File: src/rtl/tx_request_arbiter.sv
// Round-robin arbiter sharing one UART transmitter among NUM_REQ pulsed request channels.
// Latency: request pulse -> pending next cycle -> tx_start one cycle after that (idle, tx_busy low).
// Backpressure: tx_busy holds off grants; requests are latched per channel, and extra ones are flagged in overflow.
module tx_request_arbiter #(
  parameter int NUM_REQ    = 4,
  parameter int DATA_WIDTH = 8
) (
  input  logic                          clk,
  input  logic                          reset,
  input  logic [NUM_REQ-1:0]            req_pulse,
  input  logic [NUM_REQ*DATA_WIDTH-1:0] req_data,
  input  logic                          tx_busy,
  output logic                          tx_start,
  output logic [DATA_WIDTH-1:0]         tx_data,
  output logic [$clog2(NUM_REQ)-1:0]    grant_id,
  output logic [NUM_REQ-1:0]            pending,
  output logic [NUM_REQ-1:0]            overflow,
  input  logic                          ovf_clear
);

  localparam int GW = $clog2(NUM_REQ);

  typedef enum logic [1:0] {
    IDLE      = 2'd0,
    WAIT_BUSY = 2'd1,
    WAIT_DONE = 2'd2
  } state_t;

  state_t                state_q, state_d;
  logic [GW-1:0]         last_grant, last_grant_d;
  logic                  tx_start_d;
  logic [DATA_WIDTH-1:0] tx_data_d;
  logic [GW-1:0]         grant_id_d;
  logic [NUM_REQ-1:0]    pending_d;
  logic [NUM_REQ-1:0]    overflow_d;

  logic                  win_found;
  logic [GW-1:0]         win_idx;
  logic [GW-1:0]         cand;
  logic                  grant_fire;
  logic [NUM_REQ-1:0]    grant_vec;
  logic [DATA_WIDTH-1:0] win_data;

  // Round-robin search: first pending channel after last_grant, wrapping.
  always_comb begin
    win_found = 1'b0;
    win_idx   = '0;
    cand      = '0;
    for (int k = 1; k <= NUM_REQ; k++) begin
      cand = GW'((int'(last_grant) + k) % NUM_REQ);
      if (!win_found && pending[cand]) begin
        win_found = 1'b1;
        win_idx   = cand;
      end
    end
  end

  // Byte of the winning channel, captured only on the grant edge.
  always_comb begin
    win_data = '0;
    for (int i = 0; i < NUM_REQ; i++) begin
      if (win_idx == GW'(i)) begin
        win_data = req_data[i*DATA_WIDTH +: DATA_WIDTH];
      end
    end
  end

  assign grant_fire = (state_q == IDLE) && win_found && !tx_busy;

  // One-hot of the channel being granted this cycle (zero when no grant).
  always_comb begin
    grant_vec = '0;
    for (int i = 0; i < NUM_REQ; i++) begin
      grant_vec[i] = grant_fire && (win_idx == GW'(i));
    end
  end

  // Request capture and overflow tracking; a pulse in the grant cycle re-arms
  // the channel instead of being lost, and a new overflow beats ovf_clear.
  always_comb begin
    pending_d  = pending;
    overflow_d = overflow;
    for (int i = 0; i < NUM_REQ; i++) begin
      if (grant_vec[i]) begin
        pending_d[i] = req_pulse[i];
      end else if (req_pulse[i]) begin
        pending_d[i] = 1'b1;
      end
      overflow_d[i] = (req_pulse[i] && pending[i] && !grant_vec[i]) ||
                      (overflow[i] && !ovf_clear);
    end
  end

  // Next-state and registered-output logic for the transmit handshake.
  always_comb begin
    state_d      = state_q;
    tx_start_d   = 1'b0;
    tx_data_d    = tx_data;
    grant_id_d   = grant_id;
    last_grant_d = last_grant;
    case (state_q)
      IDLE: begin
        if (grant_fire) begin
          tx_start_d   = 1'b1;
          tx_data_d    = win_data;
          grant_id_d   = win_idx;
          last_grant_d = win_idx;
          state_d      = WAIT_BUSY;
        end
      end
      WAIT_BUSY: begin
        if (tx_busy) begin
          state_d = WAIT_DONE;
        end
      end
      WAIT_DONE: begin
        if (!tx_busy) begin
          state_d = IDLE;
        end
      end
      default: state_d = IDLE;
    endcase
  end

  // State and output registers; reset parks last_grant on the top channel so
  // channel 0 is searched first.
  always_ff @(posedge clk) begin
    if (!reset) begin
      state_q    <= IDLE;
      tx_start   <= 1'b0;
      tx_data    <= '0;
      grant_id   <= '0;
      last_grant <= GW'(NUM_REQ - 1);
      pending    <= '0;
      overflow   <= '0;
    end else begin
      state_q    <= state_d;
      tx_start   <= tx_start_d;
      tx_data    <= tx_data_d;
      grant_id   <= grant_id_d;
      last_grant <= last_grant_d;
      pending    <= pending_d;
      overflow   <= overflow_d;
    end
  end

endmodule

File: config.mk
export PLATFORM = sky130hd
export DESIGN_NAME = tx_request_arbiter
export DESIGN_NICKNAME = d
export VERILOG_FILES = /design/src/rtl/tx_request_arbiter.sv
export SDC_FILE = /design/constraint.sdc
export NUM_CORES = 1
export LEC_CHECK = 0
export ABC_AREA = 1
export CORE_MARGIN = 2
export CORE_UTILIZATION = 38
export CTS_CLUSTER_SIZE = 28
export DETAILED_ROUTE_END_ITERATION = 10
export HOLD_SLACK_MARGIN = 0.15
export PLACE_DENSITY = 0.76
export SLEW_MARGIN = 20
export SYNTH_ARGS = -nofsm -noshare
export SYNTH_HDL_FRONTEND = slang
export SYNTH_SLANG_ARGS = --single-unit
File: constraint.sdc
create_clock -name clk -period 1.7 [get_ports clk]
set_input_delay 0.425 -clock clk [delete_from_list [all_inputs] [get_ports clk]]
set_output_delay 0.425 -clock clk [all_outputs]
set_load 0.02 [all_outputs]
==> impl_metrics.json <==
{
  "drcViolationCount": 0,
  "fmax_mhz": 523,
  "cp_data_required_time_ns": 1.87,
  "drv_cap": 0,
  "min_to": "state_q[1]",
  "worst_pin_slew_ns": 0.276,
  "layout_commonest_cell": "clkdlybuf4s50_1",
  "gr-usage-all-layers_pct": 21.0,
  "min_from": "state_q[1]",
  "reg2reg_slack_ns": -0.21,
  "drive_gt1_share_pct": 31.3,
  "cts_buffer_depth": 2,
  "leakage_nw": 1.10,
  "total_power_w": 0.00450,
  "clk_latency_ns": 0.27,
  "start_util_pct": 38.8,
  "syn_to_final_growth_pct": 78.5,
  "dieArea_sq_um": 4180,
  "cts_tree": "built",
  "crit_slowest_cell": "dfxtp_4",
  "nets": 338,
  "crit_buf_inv": 2,
  "hp-class": "flop to flop",
  "hold_viol": 0,
  "slowest_delay_ns": 0.37,
  "cts.sinks": 23,
  "pre_cts_ws_ns": -0.212,
  "cp.arrival_ns": 2.08,
  "cts_max_level": 1,
  "max_slew_margin_pct": 81.6,
  "vias": 1729,
  "peakVddDrop_mv": 1.09,
  "port_buffers": 58,
  "grt_max_degree": 13,
  "grt_pass1_wl_mm": 7.07,
  "min_period_over_period_pct": 113,
  "syn_area_sq_um": 1400,
  "maxSlewViolCount": 0,
  "yosys_register_bits": 23,
  "skew_ns": 0.00356,
  "antenna_found_initial": 0,
  "r2r_end": "tx_data[1]",
  "num_rows": 22,
  "crit_type": "flop to flop",
  "grt_pass1_vias": 1703,
  "wl_per_cell_um": 12.4,
  "antenna_left": 0,
  "rsz0062_at_grt": "true",
  "first_pass_iters": 4,
  "path_common_cell": "nand2_2",
  "cp_max_fo": 7,
  "initialDrtViolationCount": 86,
  "crit_chain": "buf_8 -> nand2_4 -> nand2_2 -> nand2_2 -> nand2_2 -> nor2_4 -> nand3b_1 -> nand2_4 -> buf_12 -> nor2_8 -> nand2_1 -> nand3_2 -> nor2_2 -> nor2_1",
  "critical_path.top_delay_family": "simple AND/OR/NAND/NOR gates",
  "synth_cells": 209,
  "period_minus_slack_ns": 1.91,
  "die_y_um": 64.6,
  "drt_wl_total_mm": 4.27,
  "viasPerCell": 5.01,
  "final_cell_mix": "clkdlybuf4s50_1, nand2_1, nand3_1",
  "r2r-start": "last_grant[0]",
  "hold_path_depth": 1,
  "ios": 59,
  "worst_r2r_path_depth": 14,
  "critPathCaptureType": "flop",
  "syn_nets": 249,
  "grt_overflow": 0,
  "ys_warn_count": 0,
  "start_kind": "flop",
  "cts_buffers": 3,
  "root_buffer": "clkbuf_8",
  "clkTransAtPathRegs_ns": 0.08,
  "finalWorstSetupSlack_ns": -0.213,
  "synth.distinct_cells": 26,
  "power_density_nw_per_um2": 1800,
  "dp_hpwl_mm": 3.14,
  "seq_area_frac_synth_pct": 32.9,
  "setup_violations": 19,
  "violations": "negative setup slack",
  "coreArea_sq_um": 3610,
  "die_w_um": 64.6,
  "status": "finished with violations",
  "globalplace.congestion": 0.796,
  "num_antenna_cells": 0,
  "avgSynthCellArea_sq_um": 6.69
}
-- cell type report --
type	count	area [sq um]
clock buffers	4	45.0
inverters	16	72.6
repair buffers	90	867
multi-input cells	164	980
well taps	48	60.1
fillers	301	1110
flip-flops and latches	23	470
-- Yosys cell counts --
library cell,instances,area share (%)
nand2_1,65,17
nand3_1,33,12
dfxtp_1,23,33
nor2_1,20,5.4
a21oi_1,11,3.9
inv_1,11,3.0
o21ai_0,7,2.5
nand4_1,6,2.7
inv_2,4,1.1
buf_6,3,2.4
nand2_2,3,1.3
nand2_4,3,2.4
a21oi_2,2,1.3
buf_2,2,0.72
clkbuf_1,2,0.54
nand3b_1,2,1.1
nor2_4,2,1.6
o211ai_1,2,1.1
a21oi_4,1,1.2
buf_4,1,0.54
inv_4,1,0.45
nand3_2,1,0.72
nand3_4,1,1.3
nand4_2,1,0.90
nor2_8,1,1.4
nor3_1,1,0.36
-- metal layers --
metal	GRT usage (%)	vias up	wire, um
li1	-	867	-
met1	25.1	793	1820
met2	38.8	64	2160
met3	4.86	5	267
met4	3.46	0	21
met5	0	-	0
-- state kept, by name, summed over array words and instances, names as in the netlist --
signal      cells
state_q         2
last_grant      2
tx_start        1
tx_data         8
grant_id        2
overflow        4
pending         4
-- worst reg2reg max path, cell delays in order (launching register included) --
cell	delay, ns
dfxtp_4	0.37
buf_8	0.14
nand2_4	0.06
nand2_2	0.06
nand2_2	0.09
nand2_2	0.07
nor2_4	0.16
nand3b_1	0.20
nand2_4	0.20
buf_12	0.13
nor2_8	0.05
nand2_1	0.07
nand3_2	0.07
nor2_2	0.11
nor2_1	0.04
-- per-stage QoR --
| stage | cell area, sq um | hold WS [ns] | instances | TNS [ns] | util (%) |
|---|---|---|---|---|---|
| 2_1_floorplan | 1400 | 0.421 | 209 | 0 | - |
| 5_1_grt | 2490 | 0.483 | 345 | -4.82 | 69.2 |
| 3_5_place_dp | 2170 | 0.441 | 331 | -2.29 | 60.3 |
| 3_3_place_gp | 2170 | 0.434 | 331 | -1.63 | 60.3 |
| 6_report | 2490 | 0.460 | 345 | -2.56 | 69.2 |
| 4_1_cts | 2330 | 0.464 | 340 | -1.26 | 64.6 |
-- kinds of logic (layout without fill, tap and decap cells) --
kind of cell	count (synthesis)	after routing	synth area share (%)
buffers and inverters	24	110	8.68
flip-flops	23	23	32.9
AND/OR/NAND/NOR	139	141	48.4
AO/OA/AOI/OAI	23	23	9.94
-- power breakdown --
group / internal (W) / leakage (nW) / switching, W
sequential: 0.000696 / 0.190 / 0.000110
clock: 0.000167 / 0.0228 / 0.000174
combinational: 0.00146 / 0.890 / 0.00189
-- worst max path at each step --
stage / startpoint / endpoint / slack [ns] / cells after the start
after global routing: last_grant[0] / tx_data[3] / -0.33 / 13
after detailed placement: last_grant[0] / pending[1] / -0.21 / 13
after CTS: last_grant[0] / pending[1] / -0.12 / 13
after floorplan: last_grant[0] / tx_data[3] / 0.006 / 14
final: last_grant[0] / tx_data[1] / -0.21 / 14
after global placement: last_grant[0] / pending[1] / -0.18 / 13
-- what timing repair did --
action	CTS	global route
cloned	0	2
gates resized for setup	23	38
pin swaps	13	25
setup buffers	5	3
endpoints found under the setup margin	23	22
hold buffers	0	0
(Power assumes the default switching activity.)
